`src/rtl/byteswap_burst_sched.sv`:
```
// Splits a byteswap transfer into 4 KiB-safe read bursts, then issues the same write bursts in order.
// Latency: first read command two cycles after ap_start; ap_done one cycle after the last write response.
// Backpressure: command valid holds with stable addr/len until ready; reads stall once the outstanding-burst credit limit is reached.
module byteswap_burst_sched #(
    parameter int C_ADDR_WIDTH      = 64,
    parameter int C_DATA_WIDTH      = 512,
    parameter int C_XFER_SIZE_WIDTH = 32,
    parameter int C_MAX_BURST_BEATS = 64,
    parameter int C_MAX_OUTSTANDING = 4
) (
    input  logic                         ap_clk,
    input  logic                         areset,
    input  logic                         ap_start,
    output logic                         ap_idle,
    output logic                         ap_done,
    output logic                         ap_ready,
    input  logic [C_XFER_SIZE_WIDTH-1:0] xfer_size_bytes,
    input  logic [C_ADDR_WIDTH-1:0]      gmem_ptr,
    output logic                         rd_cmd_valid,
    input  logic                         rd_cmd_ready,
    output logic [C_ADDR_WIDTH-1:0]      rd_cmd_addr,
    output logic [7:0]                   rd_cmd_len,
    input  logic                         rd_done,
    output logic                         wr_cmd_valid,
    input  logic                         wr_cmd_ready,
    output logic [C_ADDR_WIDTH-1:0]      wr_cmd_addr,
    output logic [7:0]                   wr_cmd_len,
    input  logic                         wr_done
);

    localparam int BPB     = C_DATA_WIDTH / 8;
    localparam int LOG_BPB = $clog2(BPB);
    localparam int NW      = C_XFER_SIZE_WIDTH + 1;
    localparam int CW      = 32;

    typedef enum logic [2:0] {
        S_IDLE,
        S_INIT,
        S_RUN,
        S_DRAIN,
        S_DONE
    } state_t;

    state_t r_state;
    state_t w_state_nxt;

    logic [C_ADDR_WIDTH-1:0] r_rd_next_addr, r_wr_next_addr;
    logic [C_ADDR_WIDTH-1:0] r_rd_addr, r_wr_addr;
    logic [NW-1:0]           r_rd_rem, r_wr_rem;
    logic [7:0]              r_rd_len, r_wr_len;
    logic                    r_rd_vld, r_wr_vld;
    logic [CW-1:0]           r_rd_issued, r_rd_completed, r_wr_issued, r_wr_acked;

    logic                    w_start;
    logic [NW-1:0]           w_n;
    logic                    w_rd_fire, w_wr_fire;
    logic                    w_rd_done, w_wr_done;
    logic [CW-1:0]           w_rd_issued_nxt, w_rd_completed_nxt;
    logic [CW-1:0]           w_wr_issued_nxt, w_wr_acked_nxt;
    logic [NW-1:0]           w_rd_beats, w_wr_beats;
    logic                    w_rd_load, w_wr_load;

    // Beats in the next burst: limited by what is left, the burst cap and the next 4 KiB boundary.
    function automatic logic [NW-1:0] f_burst_beats(input logic [11:0] page_off,
                                                    input logic [NW-1:0] rem);
        logic [12:0]   to_page;
        logic [NW-1:0] beats;
        to_page = 13'd4096 - {1'b0, page_off};
        beats   = rem;
        if (beats > NW'(C_MAX_BURST_BEATS)) beats = NW'(C_MAX_BURST_BEATS);
        if (beats > NW'(to_page >> LOG_BPB)) beats = NW'(to_page >> LOG_BPB);
        return beats;
    endfunction

    assign w_start   = (r_state == S_IDLE) && ap_start;
    // One spare bit so an all-ones byte count cannot wrap when rounded up.
    assign w_n       = ({1'b0, xfer_size_bytes} + NW'(BPB - 1)) >> LOG_BPB;
    assign w_rd_fire = r_rd_vld && rd_cmd_ready;
    assign w_wr_fire = r_wr_vld && wr_cmd_ready;
    // Done pulses arriving while idle belong to nothing and are dropped.
    assign w_rd_done = rd_done && (r_state != S_IDLE);
    assign w_wr_done = wr_done && (r_state != S_IDLE);

    assign w_rd_issued_nxt    = r_rd_issued + CW'(w_rd_fire);
    assign w_rd_completed_nxt = r_rd_completed + CW'(w_rd_done);
    assign w_wr_issued_nxt    = r_wr_issued + CW'(w_wr_fire);
    assign w_wr_acked_nxt     = r_wr_acked + CW'(w_wr_done);

    assign w_rd_beats = f_burst_beats(r_rd_next_addr[11:0], r_rd_rem);
    assign w_wr_beats = f_burst_beats(r_wr_next_addr[11:0], r_wr_rem);

    // Credit is judged on post-update counters so a freed credit shows one cycle after wr_done.
    assign w_rd_load = ((r_state == S_INIT) || (r_state == S_RUN)) &&
                       (!r_rd_vld || rd_cmd_ready) && (r_rd_rem != '0) &&
                       ((w_rd_issued_nxt - w_wr_acked_nxt) < CW'(C_MAX_OUTSTANDING));
    // A write may only follow a read burst whose data has fully landed.
    assign w_wr_load = ((r_state == S_RUN) || (r_state == S_DRAIN)) &&
                       (!r_wr_vld || wr_cmd_ready) && (r_wr_rem != '0) &&
                       (w_wr_issued_nxt < w_rd_completed_nxt);

    assign rd_cmd_valid = r_rd_vld;
    assign rd_cmd_addr  = r_rd_addr;
    assign rd_cmd_len   = r_rd_len;
    assign wr_cmd_valid = r_wr_vld;
    assign wr_cmd_addr  = r_wr_addr;
    assign wr_cmd_len   = r_wr_len;

    // State register.
    always_ff @(posedge ap_clk) begin
        if (areset) r_state <= S_IDLE;
        else        r_state <= w_state_nxt;
    end

    // Next-state and handshake outputs for the control slave.
    always_comb begin
        w_state_nxt = r_state;
        ap_idle     = 1'b0;
        ap_done     = 1'b0;
        unique case (r_state)
            S_IDLE: begin
                ap_idle = 1'b1;
                if (ap_start) w_state_nxt = S_INIT;
            end
            S_INIT: begin
                // r_rd_rem holds the total beat count here.
                if (r_rd_rem == '0) w_state_nxt = S_DONE;
                else                w_state_nxt = S_RUN;
            end
            S_RUN: begin
                if ((r_rd_rem == '0) && (!r_rd_vld || rd_cmd_ready)) w_state_nxt = S_DRAIN;
            end
            S_DRAIN: begin
                // r_rd_issued is final here and equals the total burst count.
                if (w_wr_acked_nxt == r_rd_issued) w_state_nxt = S_DONE;
            end
            S_DONE: begin
                ap_done     = 1'b1;
                w_state_nxt = S_IDLE;
            end
            default: w_state_nxt = S_IDLE;
        endcase
    end

    assign ap_ready = ap_done;

    // Burst bookkeeping counters, cleared when a transfer is accepted.
    always_ff @(posedge ap_clk) begin
        if (areset || w_start) begin
            r_rd_issued    <= '0;
            r_rd_completed <= '0;
            r_wr_issued    <= '0;
            r_wr_acked     <= '0;
        end else begin
            r_rd_issued    <= w_rd_issued_nxt;
            r_rd_completed <= w_rd_completed_nxt;
            r_wr_issued    <= w_wr_issued_nxt;
            r_wr_acked     <= w_wr_acked_nxt;
        end
    end

    // Read command generator: presents one burst at a time and holds it until accepted.
    always_ff @(posedge ap_clk) begin
        if (areset) begin
            r_rd_vld       <= 1'b0;
            r_rd_addr      <= '0;
            r_rd_len       <= '0;
            r_rd_next_addr <= '0;
            r_rd_rem       <= '0;
        end else if (w_start) begin
            r_rd_vld       <= 1'b0;
            r_rd_next_addr <= gmem_ptr;
            r_rd_rem       <= w_n;
        end else if (w_rd_load) begin
            r_rd_vld       <= 1'b1;
            r_rd_addr      <= r_rd_next_addr;
            r_rd_len       <= 8'(w_rd_beats - NW'(1));
            r_rd_next_addr <= r_rd_next_addr + (C_ADDR_WIDTH'(w_rd_beats) << LOG_BPB);
            r_rd_rem       <= r_rd_rem - w_rd_beats;
        end else if (w_rd_fire) begin
            r_rd_vld       <= 1'b0;
        end
    end

    // Write command generator: replays the identical burst walk, gated by completed reads.
    always_ff @(posedge ap_clk) begin
        if (areset) begin
            r_wr_vld       <= 1'b0;
            r_wr_addr      <= '0;
            r_wr_len       <= '0;
            r_wr_next_addr <= '0;
            r_wr_rem       <= '0;
        end else if (w_start) begin
            r_wr_vld       <= 1'b0;
            r_wr_next_addr <= gmem_ptr;
            r_wr_rem       <= w_n;
        end else if (w_wr_load) begin
            r_wr_vld       <= 1'b1;
            r_wr_addr      <= r_wr_next_addr;
            r_wr_len       <= 8'(w_wr_beats - NW'(1));
            r_wr_next_addr <= r_wr_next_addr + (C_ADDR_WIDTH'(w_wr_beats) << LOG_BPB);
            r_wr_rem       <= r_wr_rem - w_wr_beats;
        end else if (w_wr_fire) begin
            r_wr_vld       <= 1'b0;
        end
    end

endmodule
```
`config.mk`:
```
export PLATFORM = sky130hd
export DESIGN_NAME = byteswap_burst_sched
export DESIGN_NICKNAME = d
export VERILOG_FILES = /design/src/rtl/byteswap_burst_sched.sv
export SDC_FILE = /design/constraint.sdc
export NUM_CORES = 1
export LEC_CHECK = 0
export CORE_UTILIZATION = 64
export DETAILED_ROUTE_END_ITERATION = 6
export PLACE_DENSITY = 0.87
export SYNTH_ARGS = -nofsm -noshare
export SYNTH_HDL_FRONTEND = slang
export SYNTH_SLANG_ARGS = --single-unit
```
`constraint.sdc`:
```
create_clock -name ap_clk -period 14.64 [get_ports ap_clk]
set_input_delay 2.928 -clock ap_clk [delete_from_list [all_inputs] [get_ports ap_clk]]
set_output_delay 2.928 -clock ap_clk [all_outputs]
set_load 0.03 [all_outputs]
```
Word level (Yosys, flattened, before mapping)
Cells that the tools add are included.
Operators by class
  add/subtract/negate cells: 14
  multipliers: 0
  div/mod/pow operators: 0
  order comparisons: 6
  equality and inequality tests: 8
  shifts and indexed selects: 0
  multiplexer cells: 23
  bitwise operators: 1
  reductions and logical operators: 32
Operators with widths (count)
  64-bit two-way mux: 4
  33-bit two-way mux: 4
  32-bit by 1-bit adder with 32-bit output: 4
  64-bit by 39-bit adder with 64-bit output: 2
  27-bit two-way mux: 4
  33-bit by 7-bit > comparator with 1-bit output: 2
  33-bit by 7-bit > comparator with 1-bit output, second input constant: 2
  33-bit nonzero test: 2
  33-bit subtractor: 2
  32-bit by 6-bit adder with 33-bit output, second input constant: 1
  33-bit zero test: 1
  32-bit equality test: 1
  32-bit by 3-bit < comparator with 1-bit output, second input constant: 1
  32-bit < comparator: 1
  32-bit subtractor: 1
  13-bit by 12-bit subtractor with 13-bit output, first input constant: 2
  8-bit by 1-bit subtractor with 8-bit output, second input constant: 2
  1-bit logical AND: 12
  3-bit two-way mux: 4
  3-bit one-hot mux with 4 select lines: 1
  2-bit nonzero test: 4
  3-bit by 2-bit equality test with 1-bit output, second input constant: 2
  1-bit two-way mux: 6
  1-bit logical OR: 5
  11 further kinds: 14
Word-level totals
  bits in registers: 471
  bits in latches: 0
  bits in writable memories: 0
  ROM bits: 0
  input bits: 103
  output and inout bits: 149
  logic and storage cells: 101
  memories kept: 0

Logic depth before layout (Yosys ltp)
  word-level depth: 8
  gate-level depth with buffers: 31
  mapped depth without buffers: 30

Least setup slack after synthesis
Ideal clock, no wire load.
  path kind: input port to flip-flop
  start point: input wr_done
  end point: register r_rd_next_addr[51]
  library setup time: 127 ps
  data arrival time: 7757 ps
  data required time: 14513 ps
  path slack: 6756 ps
  stages: 24
  buffers on the path: 3
  cell sequence: nor2b_1 ha_1 nand3_1 nor4_4 nand4_4 or2_2 nor2_1 nand3_1 xor2_1 ha_1 buf_2 and3b_1 nor2_1 nand3_1 or3_1 nor4_2 nand3_1 or4b_4 nor4b_4 and3_1 buf_4 buf_4 a21oi_1 or3b_1
Between the ends
  cells in the longest elaborated chain, start to end: 6
Ends and longest elaborated chain
  start: declaration: line 28  | input logic wr_done
  1-bit logical AND: line 82  | assign w_wr_done = wr_done && (r_state != S_IDLE);
  32-bit by 1-bit adder with 32-bit output: line 87  | assign w_wr_acked_nxt = r_wr_acked + CW'(w_wr_done);
  32-bit subtractor: line 95  | ((w_rd_issued_nxt - w_wr_acked_nxt) < CW'(C_MAX_OUTSTANDING));
  32-bit by 3-bit < comparator with 1-bit output: line 95
  1-bit logical AND: line 94  | (!r_rd_vld || rd_cmd_ready) && (r_rd_rem != '0) &&
  2-bit nonzero test (no line)
  end signal: assignment: line 171  | r_rd_next_addr <= gmem_ptr;
  end signal: assignment: line 177  | r_rd_next_addr <= r_rd_next_addr + (C_ADDR_WIDTH'(w_rd_beats) << LOG_BPB);
  end: declaration: line 47  | logic [C_ADDR_WIDTH-1:0] r_rd_next_addr, r_wr_next_addr;
Every way passes these cells.
A chain may end at the register's enable or synchronous reset.

Worst setup path in the final report
  start point: input rd_cmd_ready
  end point: register r_rd_next_addr[34]
Between the ends
  cells in the longest elaborated chain, start to end: 6
  elaborated cells on any way between the ends: 9
  classes of those cells: add/sub: 2; order compare: 1; reduce/logical: 6
Ends and longest elaborated chain
  start: declaration: line 20  | input logic rd_cmd_ready,
  1-bit logical AND: line 78  | assign w_rd_fire = r_rd_vld && rd_cmd_ready;
  32-bit by 1-bit adder with 32-bit output: line 84  | assign w_rd_issued_nxt = r_rd_issued + CW'(w_rd_fire);
  net w_rd_issued_nxt[24]: line 58  | logic [CW-1:0] w_rd_issued_nxt, w_rd_completed_nxt;
  32-bit subtractor: line 95
  32-bit by 3-bit < comparator with 1-bit output: line 95
  1-bit logical AND: line 94
  2-bit nonzero test (no line)
The timed path passes the listed nets, and every way through them passes these cells.

==> results.cfg <==
[timing]
period_needed_ns = 10.02
rsz0062_at_grt = no
worstMarginPinSlew_ns = 1.121
maxSlewHeadroom_pct = 23.32
fin_crit_sh_pct = 68.47
max_freq_mhz = 99.76
fin_tns_setup_ns = 0
skew_ns = 0.02268
holdWs_ns = 0.4500
final-hold-violation-count = 0
fin_ws_ns = 4.616
drv_slew = 0
setup-violations-final = 0

[pwr]
pwr-share-clk_pct = 37.1
p_switching_mw = 1.205
p_sw_share_pct = 32.15
power_frac_seq_pct = 37.0
comb_power_share_pct = 25.9
p_leak_nw = 14.18
ir_drop_mv = 0.09333
intPower_mw = 2.543
powerDensity_nw_per_um2 = 107.6

[yosys]
synth_edf_count = 0
syn_area_per_cell_um2 = 7.982
synthMuxAreaShare_pct = 2.883
synth_simple_gate_area_share_pct = 23.70
synth_top_family_by_area = simple AND/OR/NAND/NOR gates
synthCells = 3741
yosysWarningCount = 0
synth-seq-area-share_pct = 31.18
netlist_area_um2 = 29860
async_reset_ff_share_pct = 0
ys_seq_elements = 465
dominantRegCellSynth = dfxtp_1
synth-xor-area-share_pct = 9.063
synth_compound_area_share_pct = 20.41
synthAdderAreaFrac_pct = 9.277
synth.distinct_cells = 94

[finish]
area_growth_pct = 16.65
nets = 4324
nFillCells = 3480
drive_gt1_share_pct = 4.205

[clock_tree]
tritoncts = yes
post-cts-setup-buffer-count = 0
cts-root-buf = clkbuf_16
cts_resized = 0
h-tree-depth = 2
cts_num_sinks = 465
hold_buffers = 0
numCtsBuffers = 51
cts.path.max_buffers = 3
path_clk_slew_ns = 0.06
clk_latency_ns = 0.61

[worst_setup_path]
critPathMostFrequentCell = ha_1
crit_buf_inv = 2
arrival_ns = 10.46
start_kind = primary input
slowest_delay_ns = 0.99
end_kind = flip-flop
cpLargestDelayFamily = simple AND/OR/NAND/NOR gates
cpMaxStageDelayCell = and3_4
critPathRequiredTime_ns = 15.08
worstPathMaxFanout = 85
r2r_slack_ns = 6.56
criticalPathCategory = in -> reg

[detailed_routing]
first_iter_violations = 2540
ant_nets = 0
post_drt_via_cell_ratio = 6.101
wl_per_cell_um = 18.03
drcViolationCount = 0
vias = 28350
finalWirelength_mm = 83.75
detail_route.first_pass.iterations = 6

[grt]
grt_overflow = 0
grt_pass1_vias = 26500
grt_max_degree = 91
grt_use_total_pct = 34.42
antenna_found_initial = 3
grt_pass1_wl_mm = 133.8

[flow_run]
drv_cap = 0

[floorplan]
row_count = 78
die_area_um2 = 47520
die_y_um = 218
initial_utilization_pct = 65.38
die_w_um = 218
core-area_um2 = 45670
pin_count = 252

[placement]
place_ws_ns = 4.137
io_buffers = 251
place_congestion = 0.9447
dpl.hpwl_mm = 59.39

[run_status]
status = finished clean

[min_path]
hold_class = reg -> reg
routing by layer:
layer	wire, um	vias up	global-route usage [%]
met2	38550	1081	56.63
met3	6056	218	5.049
met1	35680	13260	44.80
li1	-	13790	-
met4	3465	0	14.64
met5	0	-	0
state kept, by name, indices dropped and copies added, names as in the netlist, 8 cells and up:
signal / flops
wr_cmd_addr: 64
r_rd_rem: 33
r_wr_issued: 32
rd_cmd_addr: 64
r_rd_completed: 32
r_wr_next_addr: 63
r_rd_next_addr: 59
r_rd_issued: 32
rd_cmd_len: 8
wr_cmd_len: 8
r_wr_acked: 32
r_wr_rem: 33
kinds of logic (layout without fill, tap and decap cells):
group / count (synthesis) / count (layout)
flip-flops: 465 / 465
AND/OR/NAND/NOR: 1430 / 1430
multiplexers: 85 / 85
buffers and inverters: 258 / 460
adder cells (fa/ha/maj): 219 / 219
AO/OA/AOI/OAI: 973 / 973
other: 2 / 105
XOR/XNOR: 309 / 309
tightest hold or removal path, delay by kind of cell (launching register included):
kind             cells  cell delay (ns)
flip-flops           1             0.31
AO/OA/AOI/OAI        1             0.05
AND/OR/NAND/NOR      1             0.05
placed cells by master, fill, tap and decap left out, drive strengths merged, types with 10 or more instances in the layout:
| cell | netlist | routed |
|---|---|---|
| o21a | 39 | 39 |
| a31oi | 41 | 41 |
| nand3b | 11 | 11 |
| o211ai | 14 | 14 |
| and3 | 48 | 48 |
| o21ai | 140 | 140 |
| o31ai | 13 | 13 |
| clkinv | 1 | 12 |
| nor2b | 39 | 39 |
| and4 | 30 | 30 |
| buf | 42 | 20 |
| nand4 | 66 | 66 |
| a21oi | 391 | 391 |
| conb | 2 | 102 |
| nor3b | 14 | 14 |
| ha | 215 | 215 |
| dfxtp | 465 | 465 |
| a221oi | 12 | 12 |
| a211oi | 51 | 51 |
| o21bai | 45 | 45 |
| nand2 | 486 | 486 |
| a21o | 109 | 109 |
| or3 | 29 | 29 |
| clkdlybuf4s50 | 0 | 250 |
| a21boi | 22 | 22 |
| nor4 | 55 | 55 |
| nand2b | 36 | 36 |
| nor3 | 57 | 57 |
| nor2 | 298 | 298 |
| and2 | 103 | 103 |
| xor2 | 124 | 124 |
| xnor2 | 185 | 185 |
| o31a | 10 | 10 |
| or2 | 19 | 19 |
| nand3 | 110 | 110 |
| mux2i | 77 | 77 |
| inv | 94 | 99 |
| clkbuf | 121 | 65 |
cell usage after synthesis (all sizes together) (45+ instances only):
cell	instances	area (um2)
mux2i	77	770.7
clkbuf	121	454.2
a21oi	391	1961
xnor2	185	1620
ha	215	2690
o21ai	140	700.7
inv	94	352.8
o21bai	45	337.8
a211oi	51	382.9
xor2	124	1086
nand3	110	563.0
and3	48	305.3
nand2	486	1824
nor2	298	1119
nand4	66	446.7
nor4	55	380.4
dfxtp	465	9309
nor3	57	296.5
and2	103	644.4
a21o	109	818.3
layout make-up:
class / instances / area (um2) / share of cell area [%]
diodes: 3 / 7.507 / 0.02155
clock buffers: 64 / 1425 / 4.092
clock inverters: 30 / 379.1 / 1.088
inverters: 95 / 356.6 / 1.024
multi-input cells: 3118 / 19940 / 57.24
flip-flops and latches: 465 / 9309 / 26.73
well taps: 600 / 750.7 / 2.155
repair buffers: 271 / 2666 / 7.655
metrics by stage:
stage | std cells | area, um2 | power, mW | util [%]
6_report | 4646 | 34830 | 3.748 | 76.26
3_5_place_dp | 4549 | 33020 | 2.343 | 72.29
4_1_cts | 4643 | 34820 | 3.730 | 76.24
5_1_grt | 4646 | 34830 | 3.914 | 76.26
2_1_floorplan | 3841 | 30240 | 2.112 | -
3_3_place_gp | 4549 | 33020 | 2.324 | 72.29
power by group through the flow:
| stage | clock network (mW) | registers [mW] | logic, mW |
|---|---|---|---|
| finish | 1.39 | 1.39 | 0.972 |
| CTS | 1.40 | 1.38 | 0.948 |
| detailed placement | 0 | 1.41 | 0.933 |
| global route | 1.45 | 1.39 | 1.07 |
| floorplan | 0 | 1.40 | 0.715 |
| global placement | 0 | 1.41 | 0.915 |
worst paths after layout:
path,start,to,depth (start not counted)
max reg2reg,r_state[1],r_rd_next_addr[34],23
max,rd_cmd_ready,r_rd_next_addr[34],25
min reg2reg,rd_cmd_addr[26],rd_cmd_addr[26],2
min,rd_cmd_addr[26],rd_cmd_addr[26],2
No activity file was read; power rests on OpenSTA's default activity.
